===== src/rtl/if_stage.sv =====
// if_stage: instruction-fetch stage of the RV32 pipeline.
//
// The stage holds the PC and issues word fetches to a synchronous instruction
// memory. Read data returns one cycle after the request. The returned word is
// registered into the IF/ID outputs. The branch unit can redirect the PC
// (miss_predict/target) and insert bubbles (flush). The hazard unit can freeze
// the stage (stall). A word that is already in flight when a stall begins is
// parked in a hold register, so it is neither lost nor fetched twice.
//
// Parameters:
//   RESET_PC    - first fetch address after reset
//   NOP_INSTR   - instruction shown on if_id_instr whenever IF/ID is invalid
// Ports:
//   clk, rst_n          - clock, asynchronous active-low reset
//   stall               - hazard unit freeze request
//   miss_predict,target - branch unit redirect (target low bits are ignored)
//   flush               - branch unit bubble request (IF/ID + in-flight fetch)
//   imem_req, imem_addr - fetch request and word address (imem_addr == PC)
//   imem_rdata          - instruction, valid the cycle after an accepted request
//   if_id_valid/pc/instr- IF/ID pipeline register outputs
//   fetch_count         - number of valid instructions delivered into IF/ID
//
// Optional feature macro: IF_STAGE_MISALIGN_TRAP_EN
//   When defined, adds output misalign_err. It is a sticky flag that is set by a
//   redirect to a target that is not word aligned, and cleared only by reset.

module if_stage #(
  parameter logic [31:0] RESET_PC  = 32'h0000_0000,
  parameter logic [31:0] NOP_INSTR = 32'h0000_0013
) (
  input  logic        clk,
  input  logic        rst_n,
  input  logic        stall,
  input  logic        miss_predict,
  input  logic [31:0] target,
  input  logic        flush,
  output logic        imem_req,
  output logic [31:0] imem_addr,
  input  logic [31:0] imem_rdata,
  output logic        if_id_valid,
  output logic [31:0] if_id_pc,
  output logic [31:0] if_id_instr,
  output logic [31:0] fetch_count
`ifdef IF_STAGE_MISALIGN_TRAP_EN
  ,
  output logic        misalign_err
`endif
);

  typedef enum logic [1:0] {
    IDLE,
    RUN,
    HOLD
  } state_t;

  state_t      state_q;
  state_t      state_d;

  logic [31:0] pc_q;
  logic        f2_valid;
  logic [31:0] f2_pc;
  logic [31:0] hold_data;
  logic        hold_valid;

  logic        advance;
  logic        enter_hold;
  logic [31:0] redirect_pc;
  logic [31:0] fetch_data;

  // Redirect targets are forced onto a word boundary.
  assign redirect_pc = target & 32'hFFFF_FFFC;
  assign imem_addr   = pc_q;

  // Once a word has been parked, it takes precedence over the memory port. The
  // memory output is not meaningful after a cycle with no request.
  assign fetch_data  = hold_valid ? hold_data : imem_rdata;

  // Register the FSM state.
  always_ff @(posedge clk or negedge rst_n) begin
    if (!rst_n) begin
      state_q <= IDLE;
    end else begin
      state_q <= state_d;
    end
  end

  // Compute the next state and the advance/request controls.
  // The stage advances in RUN or HOLD whenever it is not stalled.
  // A stall that begins while a fetch is in flight moves the FSM to HOLD.
  // A redirect or flush empties the fetch pipe, so the FSM always goes back to RUN.
  always_comb begin
    state_d    = state_q;
    advance    = 1'b0;
    enter_hold = 1'b0;
    case (state_q)
      IDLE: begin
        state_d = RUN;
      end
      RUN: begin
        advance = !stall;
        if (stall && f2_valid) begin
          state_d = HOLD;
        end
      end
      HOLD: begin
        advance = !stall;
        if (!stall) begin
          state_d = RUN;
        end
      end
      default: begin
        state_d = IDLE;
      end
    endcase
    if (miss_predict || flush) begin
      state_d = RUN;
    end
    enter_hold = (state_q == RUN) && (state_d == HOLD);
    imem_req   = advance;
  end

  // Update the PC, the in-flight tag, the hold register and the IF/ID register.
  // A redirect overrides a stall for the PC and for the in-flight state.
  // A flush always writes a bubble into IF/ID, even while stalled.
  always_ff @(posedge clk or negedge rst_n) begin
    if (!rst_n) begin
      pc_q        <= RESET_PC;
      f2_valid    <= 1'b0;
      f2_pc       <= 32'h0;
      hold_data   <= 32'h0;
      hold_valid  <= 1'b0;
      if_id_valid <= 1'b0;
      if_id_pc    <= 32'h0;
      if_id_instr <= NOP_INSTR;
      fetch_count <= 32'h0;
    end else begin
      if (miss_predict) begin
        pc_q <= redirect_pc;
      end else if (advance) begin
        pc_q <= pc_q + 32'd4;
      end

      if (miss_predict || flush) begin
        f2_valid <= 1'b0;
      end else if (advance) begin
        f2_valid <= 1'b1;
        f2_pc    <= pc_q;
      end

      if (miss_predict || flush) begin
        hold_valid <= 1'b0;
      end else if (enter_hold) begin
        hold_data  <= imem_rdata;
        hold_valid <= 1'b1;
      end else if (advance) begin
        hold_valid <= 1'b0;
      end

      if (flush) begin
        if_id_valid <= 1'b0;
        if_id_instr <= NOP_INSTR;
      end else if (advance) begin
        if_id_valid <= f2_valid;
        if_id_pc    <= f2_pc;
        if_id_instr <= f2_valid ? fetch_data : NOP_INSTR;
        if (f2_valid) begin
          fetch_count <= fetch_count + 32'd1;
        end
      end
    end
  end

`ifdef IF_STAGE_MISALIGN_TRAP_EN
  // Hold the misalignment flag once it is set. Only reset clears it.
  always_ff @(posedge clk or negedge rst_n) begin
    if (!rst_n) begin
      misalign_err <= 1'b0;
    end else if (miss_predict && (target[1:0] != 2'b00)) begin
      misalign_err <= 1'b1;
    end
  end
`endif

endmodule


===== config.mk =====
export PLATFORM = sky130hd
export DESIGN_NAME = if_stage
export DESIGN_NICKNAME = d
export VERILOG_FILES = /design/src/rtl/if_stage.sv
export SDC_FILE = /design/constraint.sdc
export NUM_CORES = 1
export LEC_CHECK = 0
export ABC_AREA = 1
export BUFFER_PORTS_ARGS = -buffer_cell sky130_fd_sc_hd__buf_2
export CAP_MARGIN = 20
export CORE_MARGIN = 1.5
export CORE_UTILIZATION = 38
export CTS_CLUSTER_SIZE = 16
export DETAILED_ROUTE_END_ITERATION = 12
export MAX_ROUTING_LAYER = met4
export PLACE_DENSITY = 0.71
export SLEW_MARGIN = 20
export SYNTH_ARGS = -nofsm -noshare
export SYNTH_HDL_FRONTEND = slang
export SYNTH_SLANG_ARGS = --single-unit

===== constraint.sdc =====
create_clock -name clk -period 3.3 [get_ports clk]
set_clock_uncertainty 0.15 [all_clocks]
set_input_delay 0.66 -clock clk [delete_from_list [all_inputs] [get_ports clk]]
set_output_delay 0.66 -clock clk [all_outputs]
set_load 0.01 [all_outputs]

==> Yosys cells after proc, flatten, opt, wreduce, memory -nomap -nowiden <==
Cells that the tools add are included.
{ "word_totals": {"output_inout_bits": 130, "ff_bits": 197} }
{ "classes": {"n_bitwise": 2, "n_eq_ne": 3, "reduce_logical": 14, "addsub": 2, "n_mux": 18} }
{ "ops": {"columns": ["op", "count"], "rows": [
  ["32-bit 2-to-1 mux", 6],
  ["32-bit by 1-bit adder with 32-bit output, second input constant", 1],
  ["32-bit by 3-bit adder with 32-bit output, second input constant", 1],
  ["1-bit 2-to-1 mux", 8],
  ["2-bit 2-to-1 mux", 3],
  ["2-bit one-hot mux with 3 select lines", 1],
  ["2-bit AND reduction", 3],
  ["2-bit nonzero test", 3],
  ["2-bit equality test, second input constant", 2],
  ["3-bit AND reduction", 1],
  ["3-bit nonzero test", 1],
  ["2-bit by 1-bit equality test with 1-bit output, second input constant", 1],
  ["1-bit logical AND", 2],
  ["2-bit logical NOT", 1],
  ["1-bit inverter", 2],
  ["2-bit OR reduction", 1],
  ["1-bit logical NOT", 1],
  ["1-bit logical OR", 1]
]} }

==> Logic depth before layout (Yosys ltp) <==
Gate-level depths: netlist of the first run.
{ "logic_depth": {"depth_word": 8, "depth_mapped": 11, "depth_no_buf": 11} }

==> Worst setup path before layout of the first run <==
No wires, ideal clock.
{ "synth_path": {"kind": "reg-to-reg", "from": "register state_q[0]", "to": "register fetch_count[8]", "synth_period_minus_slack_ns": 1.844, "stages_incl_launch_ff": 10, "required_ns": 3.027, "setup_slack_ns": 1.456, "path_buffers": 0, "t_arrival_ns": 1.571, "cell_sequence": "dfrtp_1 inv_1 ha_1 inv_1 nor2_4 nand2_2 nor2_4 nand4_1 o21ai_0 nand2_1"} }
{ "synth_between": {"elab_chain_cells": 4, "word_cells_on_any_way": 5, "cone_classes": "2 x eq/ne; 1 x mux; 2 x reduce/logical"} }
{ "synth_lines": {"columns": ["element", "line", "text"], "rows": [
  ["from (decl)", "56", "state_t state_q;"],
  ["from (signal assigned)", "83", "state_q <= state_d;"],
  ["2-bit by 1-bit equality test with 1-bit output or 2-bit equality test (tied branches)", "95", "case (state_q)"],
  ["2-bit OR reduction (no line) *", null, null],
  ["1-bit 2-to-1 mux *", null, null],
  ["named net imem_req", "37", "output logic imem_req,"],
  ["3-bit AND reduction (no line) *", null, null],
  ["to (signal assigned)", "167", "fetch_count <= fetch_count + 32'd1;"],
  ["to (decl)", "43", "output logic [31:0] fetch_count"]
]} }
Mark *: on every way through the listed nets, which the timed path passes. The rest lies on a longest branch.
A chain may end at the register's enable or synchronous reset.

==> Worst setup path after layout of the first run <==
{ "layout_path": {"from": "register state_q[0]", "to": "output port imem_req"} }
{ "layout_between": {"elab_chain_cells": 3, "word_cells_on_any_way": 4, "cone_classes": "2 x eq/ne; 1 x mux; 1 x reduce/logical"} }
{ "layout_lines": {"columns": ["element", "line"], "rows": [
  ["2-bit by 1-bit equality test with 1-bit output or 2-bit equality test (tied branches)", "95"],
  ["2-bit OR reduction (no line) *", null],
  ["1-bit 2-to-1 mux *", null],
  ["to (decl)", "37"]
]} }
Mark *: on every way between the ends. The rest lies on a longest branch, timed or not.

==> results_dict.tcl, run 1 <==
set metrics [dict create \
    number_of_nets_with_antenna_violations_after_routing 0 \
    max_cap_viol_count 0 \
    tns_ns 0 \
    h-tree-depth 4 \
    yosysSeqAreaShare 0.505 \
    detailroute.via_count 8314 \
    report.final.hold_viol_count 0 \
    final_hold_slack_ns 0.103 \
    number_of_buffers_on_the_longest_clock_path 2 \
    fp.dieH_um 161 \
    final_max_slew_viol_count 0 \
    yosys.area_share.xor_xnor 0.0231 \
    utilization 0.464 \
    worst_slew_pin_slew_ns 1.04 \
    final_period_minus_worst_setup_slack_ns 2.54 \
    drt_wl_total_um 25300 \
    final_net_count 1471 \
    drt-initial-drc-count 588 \
    place_ws_ns 0.775 \
    crit_path_end_kind "primary output" \
    critical_path_peak_fanout 8 \
    synth_area_per_cell_um2 7.81 \
    floorplan.initialDensity 0.388 \
    setup_viol 0 \
    rsz0062_at_grt "false" \
    drtPass1Iterations 5 \
    grt_first_pass_wirelength_um 41000 \
    cts_setup_buffers 0 \
    die-area_um2 25900 \
    route.detailed.drc 0 \
    cp-start-kind "register" \
    tritoncts_clock_tree "done" \
    placementRows 57 \
    type_of_the_most_critical_hold_path "input port to async pin" \
    outcome "completed" \
    cts_made_buffers 17 \
    dp.final_hpwl_um 18200 \
    insertion_delay_ns 0.44 \
    p_total_mw 5.69 \
    netlist_instances 1211 \
    post_synth_fa_ha_maj_area_fraction 0.00793 \
    grt_max_degree 78 \
    port-buffer-count 192 \
    fmaxAchievable_ghz 0.394 \
    design.portCount 199 \
    wire_length_per_cell_um 14.6 \
    die_x_um 161 \
    layout-area-overhead-vs-synth_pct 19.6 \
    synth-compound-area-share 0.0579 \
    drive_above_1_share 0.192 \
    floorplan.core_area_um2 24400 \
    worst-setup-path-type "register to primary output" \
    antenna_found_initial 1 \
    global_route.overflow_total 0 \
    power.leakage_nw 5.87 \
    clkSinkCount 191 \
    detail_route.vias_per_cell 4.79 \
    yosys_register_bits 191 \
    holdBufCountCts 0 \
    cts_root_buffer "sky130_fd_sc_hd__clkbuf_16" \
    first_global_vias 8032 \
    ir_drop_uv 256 \
    clk_pin_slew_worst_paths_ns 0.08 \
    ys_types 37 \
    synth_mux_area_frac 0.0307 \
    synth_area_um2 9460 \
    final_worst_setup_slack_ns 0.760 \
    timing.critical_path.arrival_ns 1.73 \
    critical_path_required_ns 2.49 \
    power.density_nw_per_um2 502 \
    finalCritPeriodShare 0.770 \
    synth_top_family_by_area "simple AND/OR/NAND/NOR gates" \
    synth_simple_gate_area_frac 0.310 \
    synth.yosys.warnings 0 \
    worst_slew_margin_rel 0.307 \
    gp_congestion 0.989 \
    track_usage 0.206 \
    post_cts.resized_instances 0 \
]
## synth_stat cells (all sizes together)
| library cell | count | area share |
|---|---|---|
| ha | 6 | 0.0079 |
| o211ai | 6 | 0.0048 |
| buf | 29 | 0.022 |
| clkbuf | 13 | 0.0052 |
| dfstp | 3 | 0.0083 |
| nor2 | 115 | 0.052 |
| xnor2 | 6 | 0.0056 |
| o21ai | 82 | 0.043 |
| nand3 | 44 | 0.025 |
| o2111a | 1 | 0.0012 |
| nor3 | 4 | 0.0049 |
| o21bai | 3 | 0.0024 |
| a31oi | 4 | 0.0026 |
| xor2 | 19 | 0.018 |
| dfrtp | 188 | 0.50 |
| nand4 | 11 | 0.0079 |
| conb | 1 | 0.00040 |
| nand3b | 3 | 0.0024 |
| inv | 95 | 0.038 |
| and2 | 1 | 0.00066 |
| nand2 | 542 | 0.22 |
| mux2i | 29 | 0.031 |
| a21oi | 6 | 0.0036 |
## metal layers
metal | share of wire | global-route usage
met4 | 0.012 | 0.0556
met2 | 0.48 | 0.338
met5 | 0 | -
met3 | 0.058 | 0.0424
met1 | 0.45 | 0.259
## worst paths after layout
path,startpoint,end,slack (ns),cells after the start
worst min register to register,if_id_valid,if_id_valid,0.32,2
worst max register to register,state_q[0],fetch_count[8],0.94,9
min in group clk,imem_rdata[17],hold_data[17],0.29,3
worst max-delay path,state_q[0],imem_req,0.76,5
max in group asynchronous,rst_n,imem_addr[21],2.11,2
worst min-delay path,rst_n,if_id_instr[21],0.10,1
## through the flow
step | instances | cell area [um2]
after floorplan | 1214 | 9470
after global placement | 1701 | 10700
after detailed placement | 1701 | 10700
after CTS | 1733 | 11300
after global routing | 1734 | 11300
final | 1734 | 11300
## cell families after synthesis
group,after synthesis
simple gates,720
flops,191
buf+inv,137
compound gates,102
mux,29
xor+xnor,25
fa+ha+maj,6
other cells,1
## critical path, cell delays in order (launching register included)
cell and delay (ns):
sky130_fd_sc_hd__dfrtp_1 0.42, sky130_fd_sc_hd__inv_1 0.11, sky130_fd_sc_hd__ha_1 0.32, sky130_fd_sc_hd__inv_1 0.07
sky130_fd_sc_hd__nor2_4 0.20, sky130_fd_sc_hd__buf_2 0.20
## flip-flops by register name (all words and copies together), names as in the netlist
signal	flops
fetch_count	32
hold_data	32
if_id_instr	32
f2_pc	30
if_id_pc	30
imem_addr	30
state_q	2
f2_valid	1
hold_valid	1
if_id_valid	1
## layout make-up
type	instances	area, um2
multi-input cells	886	4080
clock inverters	15	165
fillers	2524	13100
flip-flops and latches	191	4780
repair buffers	205	1090
clock buffers	17	425
diodes	1	2.50
well taps	324	405
inverters	95	357
## report_power, final
group          internal (mW)  switching (mW)  total, mW  leakage [nW]
combinational          0.313           0.516      0.830          3.09
clock                   1.02            1.06       2.08         0.283
sequential              2.58           0.192       2.78          2.50
total                   3.92            1.77       5.69          5.87
## placed cells by master, fill, tap and decap left out, types with 10 or more instances in the layout
cell type | synthesis | layout
sky130_fd_sc_hd__buf_4 | 5 | 11
sky130_fd_sc_hd__o21ai_0 | 73 | 73
sky130_fd_sc_hd__clkbuf_16 | 0 | 17
sky130_fd_sc_hd__mux2i_1 | 29 | 29
sky130_fd_sc_hd__inv_1 | 90 | 90
sky130_fd_sc_hd__nand2_1 | 537 | 537
sky130_fd_sc_hd__buf_2 | 13 | 191
sky130_fd_sc_hd__nor2_1 | 104 | 103
sky130_fd_sc_hd__nand3_1 | 42 | 42
sky130_fd_sc_hd__nand4_1 | 10 | 10
sky130_fd_sc_hd__dfrtp_1 | 188 | 187
sky130_fd_sc_hd__xor2_1 | 19 | 19
Note: power is estimated with default switching activity, not from simulation.
==> inputs of run 2 (changes only) <==
--- a/config.mk
+++ b/config.mk
@@ -5,7 +5,7 @@
 export SDC_FILE = /design/constraint.sdc
 export NUM_CORES = 1
 export LEC_CHECK = 0
-export ABC_AREA = 1
+export ABC_AREA = 0
 export BUFFER_PORTS_ARGS = -buffer_cell sky130_fd_sc_hd__buf_2
 export CAP_MARGIN = 20
 export CORE_MARGIN = 1.5
@@ -13,7 +13,7 @@
 export CTS_CLUSTER_SIZE = 16
 export DETAILED_ROUTE_END_ITERATION = 12
 export MAX_ROUTING_LAYER = met4
-export PLACE_DENSITY = 0.71
+export PLACE_DENSITY = 0.72
 export SLEW_MARGIN = 20
 export SYNTH_ARGS = -nofsm -noshare
 export SYNTH_HDL_FRONTEND = slang
==> constraint.sdc (replaced) <==
create_clock -name clk -period 2.35 [get_ports clk]
set_clock_uncertainty 0.15 [all_clocks]
set_input_delay 0.47 -clock clk [delete_from_list [all_inputs] [get_ports clk]]
set_output_delay 0.47 -clock clk [all_outputs]
set_load 0.01 [all_outputs]
==> results_dict.tcl, run 2 <==
set metrics [dict create \
    yosys_register_bits 191 \
    power.density_nw_per_um2 778 \
    grt_first_pass_wirelength_um 30700 \
    first_global_vias 6037 \
    most-common-layout-cells "sky130_fd_sc_hd__buf_2 (191), sky130_fd_sc_hd__dfrtp_1 (187), sky130_fd_sc_hd__mux2_2 (94)" \
    worst_slew_margin_rel 0.596 \
    timing.critical_path.slowest_cell_delay_ns 0.46 \
    wire_length_per_cell_um 16.3 \
    cts_root_buffer "sky130_fd_sc_hd__clkbuf_16" \
    detailroute.via_count 6114 \
    insertion_delay_ns 0.42 \
    drt-met1-wl_um 8800 \
    placementRows 53 \
    seq_power_share 0.493 \
    crit_path_end_kind "register" \
    antenna_found_initial 0 \
    tritoncts_clock_tree "done" \
    final_hold_slack_ns 0.103 \
    yosysSeqAreaShare 0.574 \
    pwr-share-comb 0.162 \
    clkSinkCount 191 \
    power.leakage_nw 4.87 \
    drt_wl_total_um 19600 \
    synth_area_um2 8330 \
    design.portCount 199 \
    type_of_the_most_critical_hold_path "input port to register" \
    synth_area_per_cell_um2 12.0 \
    mostFrequentLayoutCell "sky130_fd_sc_hd__buf_2" \
    ir_drop_uv 433 \
    swShare 0.268 \
    placed_instances 1166 \
    h-tree-depth 4 \
    p_int_mw 5.99 \
    outcome "completed" \
    total_met2_wirelength_after_detailed_routing_um 9480 \
    floorplan.core_area_um2 21300 \
    utilization 0.495 \
    clk_pin_slew_worst_paths_ns 0.07 \
    async_reset_ff_frac 1.00 \
    ys_types 47 \
    critical_path_peak_fanout 14 \
    post-synth-top-area-fraction 0.564 \
    drive_above_1_share 0.411 \
    clock_power_share 0.345 \
    global_route.overflow_total 0 \
    track_usage 0.178 \
    grt_max_degree 62 \
    worst_slew_pin_slew_ns 0.600 \
    synth.yosys.warnings 0 \
    gp_congestion 0.776 \
    synth-edff-count 0 \
    max_cap_viol_count 0 \
    rsz0062_at_grt "true" \
    netlist.top_cell.by_area "sky130_fd_sc_hd__dfrtp_1" \
    netlist_instances 697 \
    dp.final_hpwl_um 13700 \
    wl_met3_um 1070 \
    p_total_mw 8.19 \
    critical_path_buf_inv_count 2 \
    crit_path_top_delay_cell "sky130_fd_sc_hd__or4_1" \
    number_of_nets_with_antenna_violations_after_routing 0 \
    total_switching_power_mw 2.20 \
    final_max_slew_viol_count 0 \
    synth_area_leaders "sky130_fd_sc_hd__dfrtp_1 (56%), sky130_fd_sc_hd__mux2_2 (13%), sky130_fd_sc_hd__mux2i_1 (4.0%)" \
    route.detailed.drc 0 \
    setup_viol 0 \
    drt-initial-drc-count 204 \
    critical_path_required_ns 2.54 \
    critical-path-top-delay-family "simple AND/OR/NAND/NOR gates" \
    fmaxAchievable_ghz 0.432 \
    cell_by_cell_trace_of_the_critical_path "inv_2 > ha_4 > nand4b_1 > or4_4 > buf_8 > or4_1 > a31oi_1" \
    tns_ns 0 \
    final_net_count 989 \
    yosysMostFrequentCell "sky130_fd_sc_hd__dfrtp_1" \
    die_x_um 151 \
    die-area_um2 22800 \
    routed.top_layer "met4" \
    worst-setup-path-type "register to register" \
    cp-start-kind "register" \
    final-instance-count-excl-fill 1201 \
    biggestRegsByFlops "fetch_count x32, hold_data x32, if_id_instr x32" \
    synth_ff_type "sky130_fd_sc_hd__dfrtp_1" \
    synth.cells.most_frequent "sky130_fd_sc_hd__dfrtp_1 (188), sky130_fd_sc_hd__mux2_2 (94), sky130_fd_sc_hd__nand2_1 (62)" \
    report.final.hold_viol_count 0 \
    layout-area-overhead-vs-synth_pct 26.4 \
    antenna_cells 0 \
    number_of_buffers_on_the_longest_clock_path 2 \
    cts_made_buffers 17 \
    final_period_minus_worst_setup_slack_ns 2.31 \
    finalCritPeriodShare 0.985 \
    floorplan.initialDensity 0.392 \
    timing.critical_path.arrival_ns 2.50 \
    port-buffer-count 192 \
    fp.dieH_um 151 \
    detail_route.vias_per_cell 5.09 \
    drtPass1Iterations 4 \
]
## run 2: cells by family after synthesis
family	synth area share
simple gates	0.121
flops	0.574
mux	0.167
compound gates	0.0566
buf+inv	0.0261
xor+xnor	0.0462
fa+ha+maj	0.00901
other cells	0.000450
## run 2: power by group through the flow
| stage | Sequential, mW | Clock [mW] | Combinational [mW] |
|---|---|---|---|
| 2_1_floorplan | 4.19 | 0 | 0.582 |
| 3_3_place_gp | 4.08 | 0 | 1.31 |
| 3_5_place_dp | 4.11 | 0 | 1.35 |
| 4_1_cts | 4.04 | 2.91 | 1.35 |
| 5_1_grt | 4.11 | 3.04 | 1.47 |
| 6_report | 4.04 | 2.83 | 1.33 |
## run 2: worst paths after layout
check / start / to / slack [ns] / cells past startpoint
min: target[6] / imem_addr[6] / 0.10 / 3
max in group asynchronous: rst_n / f2_pc[10] / 0.95 / 3
max reg2reg: state_q[1] / imem_addr[27] / 0.04 / 7
min in group asynchronous: rst_n / if_id_pc[23] / 0.45 / 2
max: state_q[1] / imem_addr[27] / 0.04 / 7
min reg2reg: if_id_instr[25] / if_id_instr[25] / 0.32 / 2
## run 2: per-stage QoR
step	setup WS (ns)	instance area, um2
after floorplan	0.0612	8370
after global placement	0.0701	9910
after detailed placement	0.0268	9910
after CTS	0.0103	10500
after global routing	-0.0306	10500
final	0.0362	10500
## run 2: layout make-up
cell class | instances | area, um2
Fill cell | 1923 | 10800
Sequential cell | 191 | 4780
Multi-Input combinational cell | 458 | 3390
Timing Repair Buffer | 236 | 1400
Clock buffer | 21 | 470
Tap cell | 275 | 344
Clock inverter | 10 | 101
Inverter | 10 | 40.0
## run 2: layer usage
metal  GRT usage  vias up
met5           -        -
met4      0.0515        0
met3      0.0425       16
met2       0.289      148
met1       0.222     3048
li1            -     2902
## run 2: timing repair
action | CTS | global route
endpoints found under the setup margin | 1 | 5
hold buffers | 1 | 0
gates resized for setup | 1 | 4
buffers inserted | 1 | 2
gates cloned | 0 | 0
pin swaps | 0 | 2
hold endpoints to repair | 55 | 0
## run 2: worst reg2reg max path, stage by stage (launching register included)
cell and delay [ns]:
sky130_fd_sc_hd__dfrtp_1 0.37, sky130_fd_sc_hd__inv_2 0.07, sky130_fd_sc_hd__ha_4 0.29, sky130_fd_sc_hd__nand4b_1 0.12
sky130_fd_sc_hd__or4_4 0.45, sky130_fd_sc_hd__buf_8 0.16, sky130_fd_sc_hd__or4_1 0.46, sky130_fd_sc_hd__a31oi_1 0.16
